==> config.mk <==
export PLATFORM = sky130hd
export DESIGN_NAME = jolt80_mem_arbiter_flat
export DESIGN_NICKNAME = d
export VERILOG_FILES = /design/src/rtl/jolt80_mem_arbiter_if.sv /design/src/rtl/jolt80_mem_arbiter.sv /design/src/flat_wrapper.sv
export SDC_FILE = /design/constraint.sdc
export NUM_CORES = 1
export LEC_CHECK = 0
export ABC_AREA = 1
export ABC_CLOCK_PERIOD_IN_PS = 1700
export CORE_MARGIN = 4
export CORE_UTILIZATION = 35
export DETAILED_ROUTE_END_ITERATION = 12
export PLACE_DENSITY = 0.77
export SYNTH_ARGS = -nofsm -noshare
export SYNTH_HDL_FRONTEND = slang
export SYNTH_SLANG_ARGS = --single-unit
==> constraint.sdc <==
create_clock -name clk -period 1.7 [get_ports clk]
set_input_delay 0.17 -clock clk [delete_from_list [all_inputs] [get_ports clk]]
set_output_delay 0.17 -clock clk [all_outputs]
set_load 0.1 [all_outputs]
==> src/rtl/jolt80_mem_arbiter_if.sv <==
`default_nettype none
// ============================================================================
//  Module   : jolt80_mem_arbiter_if
//  Purpose  : Bundles the two requester ports, the shared memory port and the
//             arbiter status signals of jolt80_mem_arbiter.
//  Signals  : pN_req/addr/we/sz/wdata   requester N access request and payload
//             pN_rdy/pN_err             requester N completion / timeout pulses
//             rdata                     registered read data (shared)
//             mem_req/we/sz/addr/wdata  memory port request and payload
//             mem_ack/mem_rdata         memory completion strobe and read data
//             grant_id/busy             current owner / access in progress
//  Modports : slave  - arbiter side (serves requesters, drives the memory port)
//             master - environment side (requesters and memory model)
//  Revision : 1.0 - initial release
// ============================================================================
interface jolt80_mem_arbiter_if;
    logic        p0_req;
    logic [15:0] p0_addr;
    logic        p0_we;
    logic        p0_sz;
    logic [15:0] p0_wdata;
    logic        p0_rdy;
    logic        p0_err;

    logic        p1_req;
    logic [15:0] p1_addr;
    logic        p1_we;
    logic        p1_sz;
    logic [15:0] p1_wdata;
    logic        p1_rdy;
    logic        p1_err;

    logic [15:0] rdata;

    logic        mem_req;
    logic        mem_we;
    logic        mem_sz;
    logic [15:0] mem_addr;
    logic [15:0] mem_wdata;
    logic        mem_ack;
    logic [15:0] mem_rdata;

    logic        grant_id;
    logic        busy;

    modport slave (
        input  p0_req, p0_addr, p0_we, p0_sz, p0_wdata,
        output p0_rdy, p0_err,
        input  p1_req, p1_addr, p1_we, p1_sz, p1_wdata,
        output p1_rdy, p1_err,
        output rdata,
        output mem_req, mem_we, mem_sz, mem_addr, mem_wdata,
        input  mem_ack, mem_rdata,
        output grant_id, busy
    );

    modport master (
        output p0_req, p0_addr, p0_we, p0_sz, p0_wdata,
        input  p0_rdy, p0_err,
        output p1_req, p1_addr, p1_we, p1_sz, p1_wdata,
        input  p1_rdy, p1_err,
        input  rdata,
        input  mem_req, mem_we, mem_sz, mem_addr, mem_wdata,
        output mem_ack, mem_rdata,
        input  grant_id, busy
    );
endinterface
`default_nettype wire

==> src/rtl/jolt80_mem_arbiter.sv <==
`default_nettype none
// ============================================================================
//  Module   : jolt80_mem_arbiter
//  Purpose  : Two-port memory arbiter (port 0 = CPU, port 1 = secondary
//             master). One access at a time, with a per-access timeout that
//             aborts the access and pulses pN_err if mem_ack never arrives.
//  Ports    : clk    - clock, rising edge
//             reset  - synchronous, active-high reset
//             bus    - jolt80_mem_arbiter_if.slave (requesters, memory, status)
//  Params   : TIMEOUT_CYC - ACCESS cycles without mem_ack before abort (1..255)
//  Macros   : JOLT80_ARB_ROUND_ROBIN_EN - when defined, simultaneous requests
//             alternate between ports; otherwise port 0 always wins ties.
//  Revision : 1.0 - initial release
// ============================================================================
module jolt80_mem_arbiter #(
    parameter int unsigned TIMEOUT_CYC = 15
) (
    input  wire                  clk,
    input  wire                  reset,
    jolt80_mem_arbiter_if.slave  bus
);

    localparam logic [0:0] c_IDLE    = 1'b0;
    localparam logic [0:0] c_ACCESS  = 1'b1;
    localparam logic [7:0] c_TIMEOUT = 8'(TIMEOUT_CYC);

    logic [0:0]  state_q,     state_d;
    logic [7:0]  tmo_cnt_q,   tmo_cnt_d;
    logic        grant_q,     grant_d;
    logic        mem_we_q,    mem_we_d;
    logic        mem_sz_q,    mem_sz_d;
    logic [15:0] mem_addr_q,  mem_addr_d;
    logic [15:0] mem_wdata_q, mem_wdata_d;
    logic [15:0] rdata_q,     rdata_d;
    logic [1:0]  rdy_q,       rdy_d;
    logic [1:0]  err_q,       err_d;
`ifdef JOLT80_ARB_ROUND_ROBIN_EN
    logic        rr_last_q,   rr_last_d;
`endif

    logic [1:0]  w_req;
    logic        w_win;
    logic [7:0]  w_tmo_next;

    assign w_req      = {bus.p1_req, bus.p0_req};
    assign w_tmo_next = tmo_cnt_q + 8'd1;

    // Winner selection; only consulted in IDLE when at least one request is up.
`ifdef JOLT80_ARB_ROUND_ROBIN_EN
    // On a tie, the port that did not win the previous grant goes next.
    assign w_win = (&w_req) ? ~rr_last_q : w_req[1];
`else
    assign w_win = w_req[1] & ~w_req[0];
`endif

    always_comb begin
        state_d     = state_q;
        tmo_cnt_d   = tmo_cnt_q;
        grant_d     = grant_q;
        mem_we_d    = mem_we_q;
        mem_sz_d    = mem_sz_q;
        mem_addr_d  = mem_addr_q;
        mem_wdata_d = mem_wdata_q;
        rdata_d     = rdata_q;
        rdy_d       = 2'b00;
        err_d       = 2'b00;
`ifdef JOLT80_ARB_ROUND_ROBIN_EN
        rr_last_d   = rr_last_q;
`endif
        case (state_q)
            c_IDLE: begin
                // mem_ack is deliberately not looked at here.
                if (|w_req) begin
                    state_d     = c_ACCESS;
                    tmo_cnt_d   = 8'd0;
                    grant_d     = w_win;
                    mem_addr_d  = w_win ? bus.p1_addr  : bus.p0_addr;
                    mem_we_d    = w_win ? bus.p1_we    : bus.p0_we;
                    mem_sz_d    = w_win ? bus.p1_sz    : bus.p0_sz;
                    mem_wdata_d = w_win ? bus.p1_wdata : bus.p0_wdata;
`ifdef JOLT80_ARB_ROUND_ROBIN_EN
                    rr_last_d   = w_win;
`endif
                end
            end
            c_ACCESS: begin
                // Ack is tested first so it wins over a same-edge timeout.
                if (bus.mem_ack) begin
                    state_d        = c_IDLE;
                    rdy_d[grant_q] = 1'b1;
                    if (!mem_we_q) begin
                        rdata_d = bus.mem_rdata;
                    end
                end else if (w_tmo_next == c_TIMEOUT) begin
                    state_d        = c_IDLE;
                    err_d[grant_q] = 1'b1;
                end else begin
                    tmo_cnt_d = w_tmo_next;
                end
            end
            default: begin
                state_d = c_IDLE;
            end
        endcase
    end

    always_ff @(posedge clk) begin
        if (reset) begin
            state_q     <= c_IDLE;
            tmo_cnt_q   <= 8'd0;
            grant_q     <= 1'b0;
            mem_we_q    <= 1'b0;
            mem_sz_q    <= 1'b1;
            mem_addr_q  <= 16'h0000;
            mem_wdata_q <= 16'h0000;
            rdata_q     <= 16'h0000;
            rdy_q       <= 2'b00;
            err_q       <= 2'b00;
`ifdef JOLT80_ARB_ROUND_ROBIN_EN
            rr_last_q   <= 1'b0;
`endif
        end else begin
            state_q     <= state_d;
            tmo_cnt_q   <= tmo_cnt_d;
            grant_q     <= grant_d;
            mem_we_q    <= mem_we_d;
            mem_sz_q    <= mem_sz_d;
            mem_addr_q  <= mem_addr_d;
            mem_wdata_q <= mem_wdata_d;
            rdata_q     <= rdata_d;
            rdy_q       <= rdy_d;
            err_q       <= err_d;
`ifdef JOLT80_ARB_ROUND_ROBIN_EN
            rr_last_q   <= rr_last_d;
`endif
        end
    end

    // The memory request is exactly the ACCESS state, so it drops on the
    // same edge that completes, times out or resets the access.
    assign bus.mem_req   = (state_q == c_ACCESS);
    assign bus.busy      = (state_q == c_ACCESS);
    assign bus.mem_we    = mem_we_q;
    assign bus.mem_sz    = mem_sz_q;
    assign bus.mem_addr  = mem_addr_q;
    assign bus.mem_wdata = mem_wdata_q;
    assign bus.rdata     = rdata_q;
    assign bus.grant_id  = grant_q;
    assign bus.p0_rdy    = rdy_q[0];
    assign bus.p1_rdy    = rdy_q[1];
    assign bus.p0_err    = err_q[0];
    assign bus.p1_err    = err_q[1];

endmodule
`default_nettype wire

==> src/flat_wrapper.sv <==
// flat-port wrapper written by rule: the top's interface ports become plain ports
module jolt80_mem_arbiter_flat 
#(
    parameter int unsigned TIMEOUT_CYC = 15
)
  (clk, reset, bus_p0_req, bus_p0_addr, bus_p0_we, bus_p0_sz, bus_p0_wdata, bus_p0_rdy, bus_p0_err, bus_p1_req, bus_p1_addr, bus_p1_we, bus_p1_sz, bus_p1_wdata, bus_p1_rdy, bus_p1_err, bus_rdata, bus_mem_req, bus_mem_we, bus_mem_sz, bus_mem_addr, bus_mem_wdata, bus_mem_ack, bus_mem_rdata, bus_grant_id, bus_busy);
  jolt80_mem_arbiter_if bus_i ();
  input  wire clk;
  input  wire reset;
  input wire logic [$bits(bus_i.p0_req)-1:0] bus_p0_req;
  input wire logic [$bits(bus_i.p0_addr)-1:0] bus_p0_addr;
  input wire logic [$bits(bus_i.p0_we)-1:0] bus_p0_we;
  input wire logic [$bits(bus_i.p0_sz)-1:0] bus_p0_sz;
  input wire logic [$bits(bus_i.p0_wdata)-1:0] bus_p0_wdata;
  output wire logic [$bits(bus_i.p0_rdy)-1:0] bus_p0_rdy;
  output wire logic [$bits(bus_i.p0_err)-1:0] bus_p0_err;
  input wire logic [$bits(bus_i.p1_req)-1:0] bus_p1_req;
  input wire logic [$bits(bus_i.p1_addr)-1:0] bus_p1_addr;
  input wire logic [$bits(bus_i.p1_we)-1:0] bus_p1_we;
  input wire logic [$bits(bus_i.p1_sz)-1:0] bus_p1_sz;
  input wire logic [$bits(bus_i.p1_wdata)-1:0] bus_p1_wdata;
  output wire logic [$bits(bus_i.p1_rdy)-1:0] bus_p1_rdy;
  output wire logic [$bits(bus_i.p1_err)-1:0] bus_p1_err;
  output wire logic [$bits(bus_i.rdata)-1:0] bus_rdata;
  output wire logic [$bits(bus_i.mem_req)-1:0] bus_mem_req;
  output wire logic [$bits(bus_i.mem_we)-1:0] bus_mem_we;
  output wire logic [$bits(bus_i.mem_sz)-1:0] bus_mem_sz;
  output wire logic [$bits(bus_i.mem_addr)-1:0] bus_mem_addr;
  output wire logic [$bits(bus_i.mem_wdata)-1:0] bus_mem_wdata;
  input wire logic [$bits(bus_i.mem_ack)-1:0] bus_mem_ack;
  input wire logic [$bits(bus_i.mem_rdata)-1:0] bus_mem_rdata;
  output wire logic [$bits(bus_i.grant_id)-1:0] bus_grant_id;
  output wire logic [$bits(bus_i.busy)-1:0] bus_busy;
  assign bus_i.p0_req = bus_p0_req;
  assign bus_i.p0_addr = bus_p0_addr;
  assign bus_i.p0_we = bus_p0_we;
  assign bus_i.p0_sz = bus_p0_sz;
  assign bus_i.p0_wdata = bus_p0_wdata;
  assign bus_p0_rdy = bus_i.p0_rdy;
  assign bus_p0_err = bus_i.p0_err;
  assign bus_i.p1_req = bus_p1_req;
  assign bus_i.p1_addr = bus_p1_addr;
  assign bus_i.p1_we = bus_p1_we;
  assign bus_i.p1_sz = bus_p1_sz;
  assign bus_i.p1_wdata = bus_p1_wdata;
  assign bus_p1_rdy = bus_i.p1_rdy;
  assign bus_p1_err = bus_i.p1_err;
  assign bus_rdata = bus_i.rdata;
  assign bus_mem_req = bus_i.mem_req;
  assign bus_mem_we = bus_i.mem_we;
  assign bus_mem_sz = bus_i.mem_sz;
  assign bus_mem_addr = bus_i.mem_addr;
  assign bus_mem_wdata = bus_i.mem_wdata;
  assign bus_i.mem_ack = bus_mem_ack;
  assign bus_i.mem_rdata = bus_mem_rdata;
  assign bus_grant_id = bus_i.grant_id;
  assign bus_busy = bus_i.busy;
  jolt80_mem_arbiter #(.TIMEOUT_CYC(TIMEOUT_CYC)) u_core (.clk(clk), .reset(reset), .bus(bus_i));
endmodule
* After elaboration in Yosys (flattened, before gate mapping)
Index checks and enable logic that the tools add are counted.
W data, S select, Z words.
** Storage, ports and cells
- Flip-flop bits (word level) :: 64
- Input bits :: 89
- Output and inout port bits :: 57
- Word-level logic and storage cells :: 44
** Operators by class
- Add/sub/neg operators :: 1
- $lt $le $gt $ge :: 2
- Eq/ne operators :: 4
- Multiplexer cells :: 14
- Bitwise gates (word level) :: 6
- Reductions and logical operators :: 7
** Operators with widths (count)
- $mux W16 :: 2
- $mux W8 :: 3
- $pmux W8 S2 :: 1
- $add A8 B1 Y8 const B :: 1
- $eq A8 B4 Y1 const B :: 1
- $mux W1 :: 6
- $reduce_and A3 Y1 :: 2
- $not A1 Y1 :: 5
- $ne A2 B2 Y1 const B :: 2
- $reduce_or A4 Y1 :: 1
- $reduce_or A3 Y1 :: 1
- $lt A1 B2 Y1 const B :: 1
- $ne A2 B1 Y1 const B :: 1
- $pmux W1 S2 :: 1
- $reduce_and A2 Y1 :: 1
- $reduce_or A2 Y1 :: 1
- $and A1 B1 Y1 :: 1
- $demux W1 S1 :: 1
- $ge A1 B1 Y1 const B :: 1
- $logic_and A1 B1 Y1 :: 1

* Longest topological paths before layout
Gate-level depths: netlist of run 1.
- Depth after elaboration :: 5
- Gate-level depth with buffers :: 12
- Mapped depth without buffers :: 11

* Worst setup path after synthesis of run 1
Ideal clock, no wire load.
- Path type :: reg2reg
- Start :: register u_core.state_q (netlist: u_core.bus.busy)
- End :: register u_core.mem_we_q (netlist: u_core.bus.mem_we)
- Library setup time :: 0.071 ns
- Arrival :: 2.221 ns
- Required time :: 1.629 ns
- Setup slack :: -0.592 ns
- Stages on the path, launching flop included :: 7
- Path buffers :: 2
- Clock period less this slack :: 2.292 ns
- Path through :: dfxtp_1 clkinv_1 o21ai_0 buf_2 buf_2 a21oi_1 a21oi_1
** On the way
- Cells in the longest elaborated chain, start to end :: 2
** RTL lines
- start, declared :: RTL line jolt80_mem_arbiter.sv:27 : logic [0:0] state_q, state_d;
- start signal, assigned :: RTL line jolt80_mem_arbiter.sv:109 : state_q <= c_IDLE;
- start signal, assigned :: RTL line jolt80_mem_arbiter.sv:123 : state_q <= state_d;
- $not A1 Y1 (no line)
- $reduce_and A2 Y1 (no line)
- end signal, assigned :: RTL line jolt80_mem_arbiter.sv:126 : mem_we_q <= mem_we_d;
- end, declared :: RTL line jolt80_mem_arbiter.sv:30 : logic mem_we_q, mem_we_d;
Every way passes these cells.
A chain may end at the register's enable or synchronous reset.

* Worst setup path in the final report of run 1
- Start :: register u_core.tmo_cnt_q[1]
- End :: register u_core.tmo_cnt_q[6]
** On the way
- Cells in the longest elaborated chain, start to end :: 4
- Elaborated cells on any way between the ends :: 7
- Classes of those cells :: 1 x add/sub; 2 x eq/ne; 3 x mux; 1 x reduce/logical
** RTL lines
- start, declared :: RTL line jolt80_mem_arbiter.sv:28 : logic [7:0] tmo_cnt_q, tmo_cnt_d;
- start signal, assigned :: RTL line jolt80_mem_arbiter.sv:124 : tmo_cnt_q <= tmo_cnt_d;
- $add A8 B1 Y8 * :: RTL line jolt80_mem_arbiter.sv:46 : assign w_tmo_next = tmo_cnt_q + 8'd1;
- $eq A8 B4 Y1 or $mux W8 (tied branches) :: RTL line jolt80_mem_arbiter.sv:94 : end else if (w_tmo_next == c_TIMEOUT) begin
- $ne A2 B2 Y1 (no line) or $mux W8 (tied branches)
- $reduce_and A3 Y1 (no line) or $pmux W8 S2 (tied branches)
Every way passes the cells marked *; elsewhere a longest branch is shown, timed or not. The select of a mux whose other input is x is not followed.

==> flow_metrics.env, run 1 <==
export IMPL_top_layer_used="met4"
export IMPL_hold_ws_ns=0.3833
export IMPL_status="finished clean"
export IMPL_synthesis_area_mm2=0.002719
export IMPL_synthTopCellsByArea="dfxtp_1 47%, a21oi_1 14%, o21ai_0 9.6%"
export IMPL_cts_setup_buffers=0
export IMPL_cap_violations=0
export IMPL_power_leakage_nw=1.862
export IMPL_path_cells="buf_4, nand2_1, nor2_1, nand3_1, nand2_1, nand2_1, nand3_4, nand2_4, a21oi_1, nor2_1"
export IMPL_min_path_type="in2reg"
export IMPL_wl_per_cell_um=14.35
export IMPL_die_x_um=96.14
export IMPL_grt_pass1_vias=2960
export IMPL_setup_tns_ns=0
export IMPL_hpwl_um=6024
export IMPL_clock_skew_ns=0.008797
export IMPL_boundaryPins=146
export IMPL_grt_overflow=0
export IMPL_cts_tree="done"
export IMPL_rows=31
export IMPL_cts_path_max_buffers=2
export IMPL_cp_required_ns=1.92
export IMPL_synthDistinctLibCells=23
export IMPL_worst_path_largest_cell_delay_ns=0.36
export IMPL_ys_ff_latch=64
export IMPL_yosysTopAreaCellShare=0.4712
export IMPL_port_buffers=145
export IMPL_detail_route_vias_per_cell=4.947
export IMPL_worstSetupPathType="reg2reg"
export IMPL_yosys_area_top_type="dfxtp_1"
export IMPL_powerDensity_mw_per_mm2=1077
export IMPL_drt_iter0_markers=120
export IMPL_worstMarginPinSlew_ns=0.6188
export IMPL_start_kind="register"
export IMPL_worstPathMaxFanout=7
export IMPL_crit_arrival_ns=1.81
export IMPL_path_common_cell="nand2_1"
export IMPL_drv_slew=0
export IMPL_grt_pass1_wl_um=13500
export IMPL_timing_final_crit_period_ns=1.583
export IMPL_root_buffer="clkbuf_8"
export IMPL_wl_met3_um=903
export IMPL_cts_hold_buf=0
export IMPL_wl_met1_um=3692
export IMPL_fillCellCount=684
export IMPL_critical_path_slowest_cell="dfxtp_2"
export IMPL_firstDrtPassIters=4
export IMPL_clk_pin_slew_ns=0.08
export IMPL_die_h_um=96.14
export IMPL_final_layout_size_suffix_gt1_frac=0.1992
export IMPL_start_util=0.3670
export IMPL_core_area_mm2=0.007408
export IMPL_vias=3072
export IMPL_place_congestion=0.8468
export IMPL_cts_max_level=3
export IMPL_antenna_found_initial=0
export IMPL_ir_worst_vdd_uv=556.0
export IMPL_dr_wl_met2_um=4296
export IMPL_antenna_cells=0
export IMPL_finalNetCount=608
export IMPL_max_freq_ghz=0.6319
export IMPL_cts_resized_gates=0
export IMPL_synth_nets=464
export IMPL_design_area_mm2=0.004483
export IMPL_cts_buffers=9
export IMPL_finalHoldViolCount=0
export IMPL_slew_limit_headroom=0.5859
export IMPL_ant_nets=0
export IMPL_area_delta_synth_final_pct=64.89
export IMPL_synth_area_per_cell_um2=7.289
export IMPL_fin_crit_sh=0.9309
export IMPL_ys_seq_area_frac=0.4712
export IMPL_postSynthCellCount=373
export IMPL_clk_latency_ns=0.33
export IMPL_synth_warnings=0
export IMPL_setup_viol=0
export IMPL_grt_max_degree=58
export IMPL_grt_usage=0.1849
export IMPL_drc=0
export IMPL_die_area_mm2=0.009242
export IMPL_dpl_cell_area_mm2=0.004214
export IMPL_clock_sinks=64
export IMPL_end_kind="register"
export IMPL_drt_wl_total_um=8912
==> flip-flops by register name, summed over array words and instances, names as in the netlist <==
| name | cells |
|---|---|
| u_core.rdy_q | 2 |
| u_core.bus.grant_id | 1 |
| u_core.bus.rdata | 16 |
| u_core.bus.mem_we | 1 |
| u_core.err_q | 2 |
| u_core.bus.mem_addr | 16 |
| u_core.tmo_cnt_q | 8 |
| u_core.bus.mem_wdata | 16 |
| u_core.bus.busy | 1 |
| u_core.bus.mem_sz | 1 |
==> cell type report <==
class | count | area [um2] | share of cell area
Sequential cell | 64 | 1290 | 0.2877
Clock buffer | 11 | 141.4 | 0.03154
Timing Repair Buffer | 156 | 1466 | 0.3271
Inverter | 15 | 56.30 | 0.01256
Clock inverter | 5 | 78.83 | 0.01758
Multi-Input combinational cell | 271 | 1326 | 0.2958
Tap cell | 99 | 123.9 | 0.02763
==> layer usage <==
metal,vias up,track usage
li1,1547,-
met1,1411,0.2161
met2,112,0.3140
met3,2,0.06724
met4,0,0.05687
met5,-,0
==> cell usage in the layout, fill, tap and decap left out <==
master | Yosys | final
ha_1 | 2 | 1
a21oi_2 | 1 | 2
nand2_1 | 55 | 54
dfxtp_1 | 64 | 59
clkbuf_1 | 17 | 1
buf_4 | 1 | 62
clkdlybuf4s50_1 | 0 | 88
bufinv_16 | 0 | 2
o21ai_2 | 1 | 1
dfxtp_2 | 0 | 4
inv_1 | 13 | 13
ha_4 | 0 | 1
nor3_1 | 3 | 3
buf_12 | 0 | 6
clkinvlp_4 | 0 | 1
nand3_2 | 2 | 2
inv_4 | 0 | 1
nor2_1 | 53 | 52
clkinv_1 | 2 | 2
o21ai_0 | 52 | 51
o21bai_1 | 1 | 1
nand2_2 | 1 | 2
nand3_4 | 0 | 1
clkbuf_8 | 0 | 10
o21ai_4 | 0 | 1
nand4_1 | 2 | 2
nand3_1 | 13 | 12
a21oi_1 | 78 | 77
clkinv_2 | 0 | 1
nand2_4 | 1 | 2
dfxtp_4 | 0 | 1
nand3b_1 | 2 | 2
nor2_2 | 3 | 4
==> metrics by stage <==
stage | std cells | power [mW] | setup WS, ns | util
3_5_place_dp | 604 | 3.401 | 0.03481 | 0.5688
3_3_place_gp | 604 | 3.382 | 0.1049 | 0.5688
6_report | 621 | 4.830 | 0.1175 | 0.6051
2_1_floorplan | 373 | 2.868 | 0.06475 | -
5_1_grt | 621 | 5.033 | -0.008104 | 0.6051
4_1_cts | 620 | 4.853 | 0.02328 | 0.5985
==> cell families after synthesis <==
logic type	share of synthesized area
adder cells (fa/ha/maj)	0.009202
flip-flops	0.4712
AND/OR/NAND/NOR	0.2094
buffers and inverters	0.06167
AO/OA/AOI/OAI	0.2485
==> critical path: cells and delay by family, from the launching register on <==
family	cells	cell delay [ns]
AO/OA/AOI/OAI	1	0.17
flip-flops	1	0.36
AND/OR/NAND/NOR	8	0.81
buffers and inverters	1	0.14
==> synthesized netlist by cell type (all sizes together) <==
cell type and instances:
inv 13, o21bai 1, o21ai 53, nand2 57
nor2 56, nand4 2, clkbuf 17, dfxtp 64
nand3 15, clkinv 2, a21oi 79, buf 7
nor3 3, nand3b 2, ha 2
==> power by group <==
| part | leakage (nW) | internal, mW | switching [mW] |
|---|---|---|---|
| registers | 0.530 | 1.63 | 0.0790 |
| logic | 1.22 | 0.479 | 1.19 |
| clock network | 0.110 | 0.865 | 0.590 |
==> worst paths after layout <==
check,from,end,slack [ns],depth (start not counted)
hold reg to reg,u_core.bus.mem_sz$_SDFFE_PP1P_,u_core.bus.mem_sz$_SDFFE_PP1P_,0.47,2
hold / removal,bus_p1_addr[0],u_core.bus.mem_addr[0]$_SDFFE_PP0P_,0.38,3
setup / recovery,u_core.tmo_cnt_q[1]$_SDFFE_PP0P_,u_core.tmo_cnt_q[6]$_SDFFE_PP0P_,0.12,10
setup reg to reg,u_core.tmo_cnt_q[1]$_SDFFE_PP0P_,u_core.tmo_cnt_q[6]$_SDFFE_PP0P_,0.12,10
(Power assumes the default switching activity.)
==> inputs of run 2 (changes only) <==
--- a/config.mk
+++ b/config.mk
@@ -6,11 +6,11 @@
 export NUM_CORES = 1
 export LEC_CHECK = 0
 export ABC_AREA = 1
-export ABC_CLOCK_PERIOD_IN_PS = 1700
+export ABC_CLOCK_PERIOD_IN_PS = 1500
 export CORE_MARGIN = 4
-export CORE_UTILIZATION = 35
+export CORE_UTILIZATION = 39
 export DETAILED_ROUTE_END_ITERATION = 12
-export PLACE_DENSITY = 0.77
+export PLACE_DENSITY = 0.81
 export SYNTH_ARGS = -nofsm -noshare
 export SYNTH_HDL_FRONTEND = slang
 export SYNTH_SLANG_ARGS = --single-unit
==> constraint.sdc (replaced) <==
create_clock -name clk -period 1.5 [get_ports clk]
set_input_delay 0.15 -clock clk [delete_from_list [all_inputs] [get_ports clk]]
set_output_delay 0.15 -clock clk [all_outputs]
set_load 0.1 [all_outputs]
==> run 2 against run 1 <==
  * Clock power about the same
  * Routed wire length grew 8.1%
  * Via count rose by 2.3%
  * First-iteration DRC count increased by 57%
  * Final area up 17%
  * Highest routed layer unchanged
  * The flow now finishes with violations (negative setup slack)
  * Sequential share of layout area shrank 4.0 points
  * Critical path depth shrank 2
==> flow_metrics.env, run 2 (synthesis gave the netlist of run 1 again) <==
export IMPL_firstDrtPassIters=4
export IMPL_dpl_cell_area_mm2=0.004927
export IMPL_grt_usage=0.2242
export IMPL_final_util=0.7698
export IMPL_antenna_found_initial=0
export IMPL_start_util=0.4002
export IMPL_critical_path_slowest_cell="dfxtp_4"
export IMPL_hold_ws_ns=0.3641
export IMPL_ant_nets=0
export IMPL_setup_ws_ns=-0.1076
export IMPL_cap_violations=0
export IMPL_finalHoldViolCount=0
export IMPL_core_area_mm2=0.006794
export IMPL_grt_pass1_vias=3183
export IMPL_status="complete, but fails checks"
export IMPL_boundaryPins=146
export IMPL_wl_per_cell_um=15.56
export IMPL_post_place_cells=602
export IMPL_stdcell_count=619
export IMPL_design_area_mm2=0.005230
export IMPL_cp_required_ns=1.76
export IMPL_drc=0
export IMPL_worst_path_largest_cell_delay_ns=0.37
export IMPL_die_x_um=91.50
export IMPL_cts_path_max_buffers=2
export IMPL_violations="negative setup slack"
export IMPL_finalNetCount=610
export IMPL_cts_hold_buf=0
export IMPL_drv_slew=0
export IMPL_fin_crit_sh=1.072
export IMPL_rows=30
export IMPL_min_path_type="in2reg"
export IMPL_port_buffers=145
export IMPL_drt_wl_total_um=9634
export IMPL_clock_sinks=64
export IMPL_p_total_mw=5.680
export IMPL_die_area_mm2=0.008371
export IMPL_final_layout_size_suffix_gt1_frac=0.2294
export IMPL_path_cells="ha_4, nand2_4, o21bai_1, nand2_1, nor2_4, nand3_4, nand3b_1, nor2_1"
export IMPL_clk_latency_ns=0.34
export IMPL_grt_pass1_wl_um=15160
export IMPL_cts_buffers=9
export IMPL_place_congestion=0.8993
export IMPL_hpwl_um=6836
export IMPL_ir_worst_vdd_uv=659.4
export IMPL_start_kind="register"
export IMPL_root_buffer="clkbuf_8"
export IMPL_crit_arrival_ns=1.87
export IMPL_die_h_um=91.50
export IMPL_end_kind="register"
export IMPL_antenna_cells=0
export IMPL_cts_tree="done"
export IMPL_worstMarginPinSlew_ns=0.4989
export IMPL_worstSetupPathType="reg2reg"
export IMPL_rsz0062_at_grt="yes"
export IMPL_grt_max_degree=36
export IMPL_dp_slack_ns=-0.1183
export IMPL_area_delta_synth_final_pct=92.36
export IMPL_final_common_cell="clkdlybuf4s50_1"
export IMPL_final_cell_mix="88 x clkdlybuf4s50_1, 76 x a21oi_1, 61 x buf_12"
export IMPL_worstPathMaxFanout=5
export IMPL_setup_tns_ns=-0.9473
export IMPL_grt_overflow=0
export IMPL_timing_final_crit_period_ns=1.608
export IMPL_max_freq_ghz=0.6220
export IMPL_drt_iter0_markers=189
export IMPL_clock_skew_ns=0.01066
export IMPL_vias=3142
export IMPL_cp_top_family="simple AND/OR/NAND/NOR gates"
export IMPL_powerDensity_mw_per_mm2=1086
export IMPL_slew_limit_headroom=0.6670
export IMPL_crit_buf_inv=0
export IMPL_setup_viol=10
export IMPL_detail_route_vias_per_cell=5.076
export IMPL_cts_max_level=3
export IMPL_power_leakage_nw=2.067
export IMPL_clk_pin_slew_ns=0.07
[run 2: final timing paths]
path / cells after the start / startpoint / endpoint / slack (ns)
min reg2reg: 1 / u_core.bus.grant_id$_SDFFE_PP0P_ / u_core.err_q[0]$_SDFF_PP0_ / 0.51
max reg2reg: 8 / u_core.tmo_cnt_q[1]$_SDFFE_PP0P_ / u_core.err_q[1]$_SDFF_PP0_ / -0.11
min: 3 / bus_p1_addr[0] / u_core.bus.mem_addr[0]$_SDFFE_PP0P_ / 0.36
max: 8 / u_core.tmo_cnt_q[1]$_SDFFE_PP0P_ / u_core.err_q[1]$_SDFF_PP0_ / -0.11
[run 2: worst reg2reg max path: cells and delay by family (launching register included)]
family          cells  cell delay (ns)
compound gates      1             0.17
fa+ha+maj           1             0.17
flops               1             0.37
simple gates        6             0.85
[run 2: layout make-up]
type | count | area [um2]
repair buffers | 158 | 2170
fillers | 464 | 1564
multi-input cells | 271 | 1398
flip-flops and latches | 64 | 1296
clock buffers | 9 | 123.9
well taps | 96 | 120.1
clock inverters | 6 | 61.31
inverters | 15 | 61.31
[run 2: layer usage]
layer,wire length (um),GRT usage,vias to the layer above
met5,0,0,-
met4,268,0.09045,0
met3,822,0.07125,24
met2,4791,0.3926,150
met1,3751,0.2494,1426
li1,-,-,1542
[run 2: power breakdown]
part / switching (mW) / total (mW) / leakage, nW / internal [mW]
clock: 0.683 / 1.43 / 0.0948 / 0.752
sequential: 0.160 / 2.01 / 0.531 / 1.85
combinational: 1.37 / 2.24 / 1.44 / 0.865
[run 2: timing repair]
action                                  4_1_cts  5_1_grt
buffers inserted                              1        0
resized for setup                            13       15
cloned                                        1        0
pin swaps                                     2        8
endpoints found under the setup margin       11       11
==> inputs of run 3 (changes only) <==
--- a/config.mk
+++ b/config.mk
@@ -7,8 +7,12 @@
 export LEC_CHECK = 0
 export ABC_AREA = 1
 export ABC_CLOCK_PERIOD_IN_PS = 1500
+export CAP_MARGIN = 20
+export CELL_PAD_IN_SITES_DETAIL_PLACEMENT = 1
+export CELL_PAD_IN_SITES_GLOBAL_PLACEMENT = 2
 export CORE_MARGIN = 4
-export CORE_UTILIZATION = 39
+export CORE_UTILIZATION = 20
+export CTS_CLUSTER_DIAMETER = 100
 export DETAILED_ROUTE_END_ITERATION = 12
 export PLACE_DENSITY = 0.81
 export SYNTH_ARGS = -nofsm -noshare
==> run 3 against run 2 <==
  * The run still ends with negative setup slack left
  * Die area grew 85%
  * Clock skew is 0.0047 ns lower
  * Combinational power about the same
  * Count of clock-buffer cells in the layout grew 4
  * Setup slack better by 0.038 ns
  * Utilization fell by 36 points
  * Final cell count is 14% higher
  * Total power grew 13%
  * Critical path depth is 2 higher
  * Global-route usage is 6.9 points lower
  * Final area rose by 4.9%
  * Sequential share of layout area fell by 1.1 points
  * Critical path type unchanged
  * Largest cell class unchanged
  * Highest routed layer unchanged
==> flow_metrics.env, run 3 (synthesis gave the netlist of run 1 again) <==
export IMPL_min_to="u_core.bus.mem_wdata[15]$_SDFFE_PP0P_"
export IMPL_powerDensity_mw_per_mm2=1168
export IMPL_rsz0062_at_grt="yes"
export IMPL_boundaryPins=146
export IMPL_holdPathStages=3
export IMPL_fin_crit_sh=1.047
export IMPL_p_total_mw=6.408
export IMPL_antenna_found_initial=0
export IMPL_end_kind="register"
export IMPL_die_h_um=124.6
export IMPL_dp_slack_ns=-0.1619
export IMPL_crit_arrival_ns=1.80
export IMPL_max_freq_ghz=0.6369
export IMPL_core_area_mm2=0.01330
export IMPL_vias=3190
export IMPL_cp_required_ns=1.73
export IMPL_reg2reg_depth=10
export IMPL_min_path_type="in2reg"
export IMPL_setup_viol=10
export IMPL_cts_max_level=3
export IMPL_grt_usage=0.1549
export IMPL_regToRegSetupSlack_ns=-0.07
export IMPL_finalNetCount=617
export IMPL_timing_final_crit_period_ns=1.570
export IMPL_cts_path_max_buffers=2
export IMPL_ir_worst_vdd_uv=687.0
export IMPL_grt_pass1_vias=3599
export IMPL_rows=42
export IMPL_final_common_cell="clkdlybuf4s50_1"
export IMPL_violations="negative setup slack"
export IMPL_antenna_cells=0
export IMPL_clock_skew_ns=0.005988
export IMPL_start_kind="register"
export IMPL_worstSetupPathType="reg2reg"
export IMPL_slew_limit_headroom=0.6555
export IMPL_start_util=0.2045
export IMPL_grt_pass1_wl_um=19270
export IMPL_place_congestion=0.7865
export IMPL_hpwl_um=8345
export IMPL_final_cell_mix="88 x clkdlybuf4s50_1, 76 x a21oi_1, 61 x buf_12"
export IMPL_area_delta_synth_final_pct=101.7
export IMPL_setup_ws_ns=-0.07002
export IMPL_status="complete, but fails checks"
export IMPL_drt_iter0_markers=129
export IMPL_clk_pin_slew_ns=0.06
export IMPL_rr_endpoint="u_core.tmo_cnt_q[4]$_SDFFE_PP0P_"
export IMPL_power_leakage_nw=2.149
export IMPL_root_buffer="clkbuf_16"
export IMPL_die_x_um=124.6
export IMPL_hold_ws_ns=0.3665
export IMPL_grt_max_degree=49
export IMPL_wl_per_cell_um=16.51
export IMPL_port_buffers=145
export IMPL_clk_latency_ns=0.34
export IMPL_firstDrtPassIters=4
export IMPL_hold_path_startpoint="bus_p1_wdata[15]"
export IMPL_grt_overflow=0
export IMPL_finalHoldViolCount=0
export IMPL_cts_hold_buf=0
export IMPL_worstMarginPinSlew_ns=0.5162
export IMPL_drv_slew=0
export IMPL_die_area_mm2=0.01552
export IMPL_final_layout_size_suffix_gt1_frac=0.2354
export IMPL_drc=0
export IMPL_cts_buffers=9
export IMPL_worstPathMaxFanout=7
export IMPL_detail_route_vias_per_cell=4.512
export IMPL_cap_violations=0
export IMPL_ant_nets=0
export IMPL_drt_wl_total_um=11670
export IMPL_rr_startpoint="u_core.tmo_cnt_q[0]$_SDFFE_PP0P_"
export IMPL_cts_tree="done"
export IMPL_clock_sinks=64
[run 3: cell count changes in the layout (fill, tap and decap cells not counted), moves of 2 or more]
cell,previous run,this run
clkbuf_8,9,2
clkbuf_16,0,9
buf_4,9,16
clkbuf_1,0,2
nor2_4,4,2
[run 3: cell type report]
type                    count  area, um2
repair buffers            165       2222
clock inverters             3      40.04
multi-input cells         271       1381
well taps                 176      220.2
inverters                  15      61.31
flip-flops and latches     64       1300
clock buffers              13      260.3
fillers                  1507       7810
[run 3: repair_timing]
action | CTS | global route
gates cloned | 1 | 0
pin swaps | 2 | 7
endpoints found under the setup margin | 11 | 11
buffers inserted | 3 | 1
resized for setup | 15 | 11
[run 3: how the worst max path moves through the flow]
stage,from,end,slack [ns],cells after the start
final,u_core.tmo_cnt_q[0]$_SDFFE_PP0P_,u_core.tmo_cnt_q[4]$_SDFFE_PP0P_,-0.07,10
after global routing,u_core.tmo_cnt_q[0]$_SDFFE_PP0P_,u_core.tmo_cnt_q[4]$_SDFFE_PP0P_,-0.17,10
after CTS,u_core.tmo_cnt_q[1]$_SDFFE_PP0P_,u_core.tmo_cnt_q[0]$_SDFFE_PP0P_,-0.07,9
after detailed placement,u_core.tmo_cnt_q[2]$_SDFFE_PP0P_,u_core.tmo_cnt_q[2]$_SDFFE_PP0P_,-0.16,9
after global placement,u_core.tmo_cnt_q[2]$_SDFFE_PP0P_,u_core.tmo_cnt_q[5]$_SDFFE_PP0P_,-0.08,9
after floorplan,u_core.bus.busy$_SDFF_PP0_,u_core.bus.mem_we$_SDFFE_PP0P_,0.008,6
[run 3: metal layers]
metal	track usage	share of wire
met3	0.07161	0.086
met5	0	0
met2	0.2621	0.51
met4	0.05287	0.014
met1	0.1714	0.39
[run 3: stage by stage]
step / std cells / utilization / cell area, um2 / setup TNS, ns
2_1_floorplan: 373 / - / 2745 / 0
3_3_place_gp: 687 / 0.3810 / 5065 / -1.982
3_5_place_dp: 687 / 0.3810 / 5065 / -4.892
4_1_cts: 707 / 0.4097 / 5446 / -0.6044
5_1_grt: 707 / 0.4126 / 5485 / -1.661
6_report: 707 / 0.4126 / 5485 / -0.4897
[run 3: power by group]
group / internal [mW] / leakage (nW) / switching (mW) / total, mW
Combinational: 0.881 / 1.47 / 1.39 / 2.27
Clock: 1.37 / 0.150 / 0.750 / 2.12
Sequential: 1.85 / 0.532 / 0.164 / 2.01
Total: 4.10 / 2.15 / 2.31 / 6.41
[run 3: worst max-delay path, cell delays in order (launching register included)]
cell and delay [ns]:
dfxtp_4 0.36, ha_4 0.17, nand2_4 0.06, o21bai_1 0.17
nand2_1 0.09, nor2_2 0.14, nand3_4 0.15, nand2_8 0.13
nand3_1 0.08, nand2_1 0.07, nor2_1 0.04
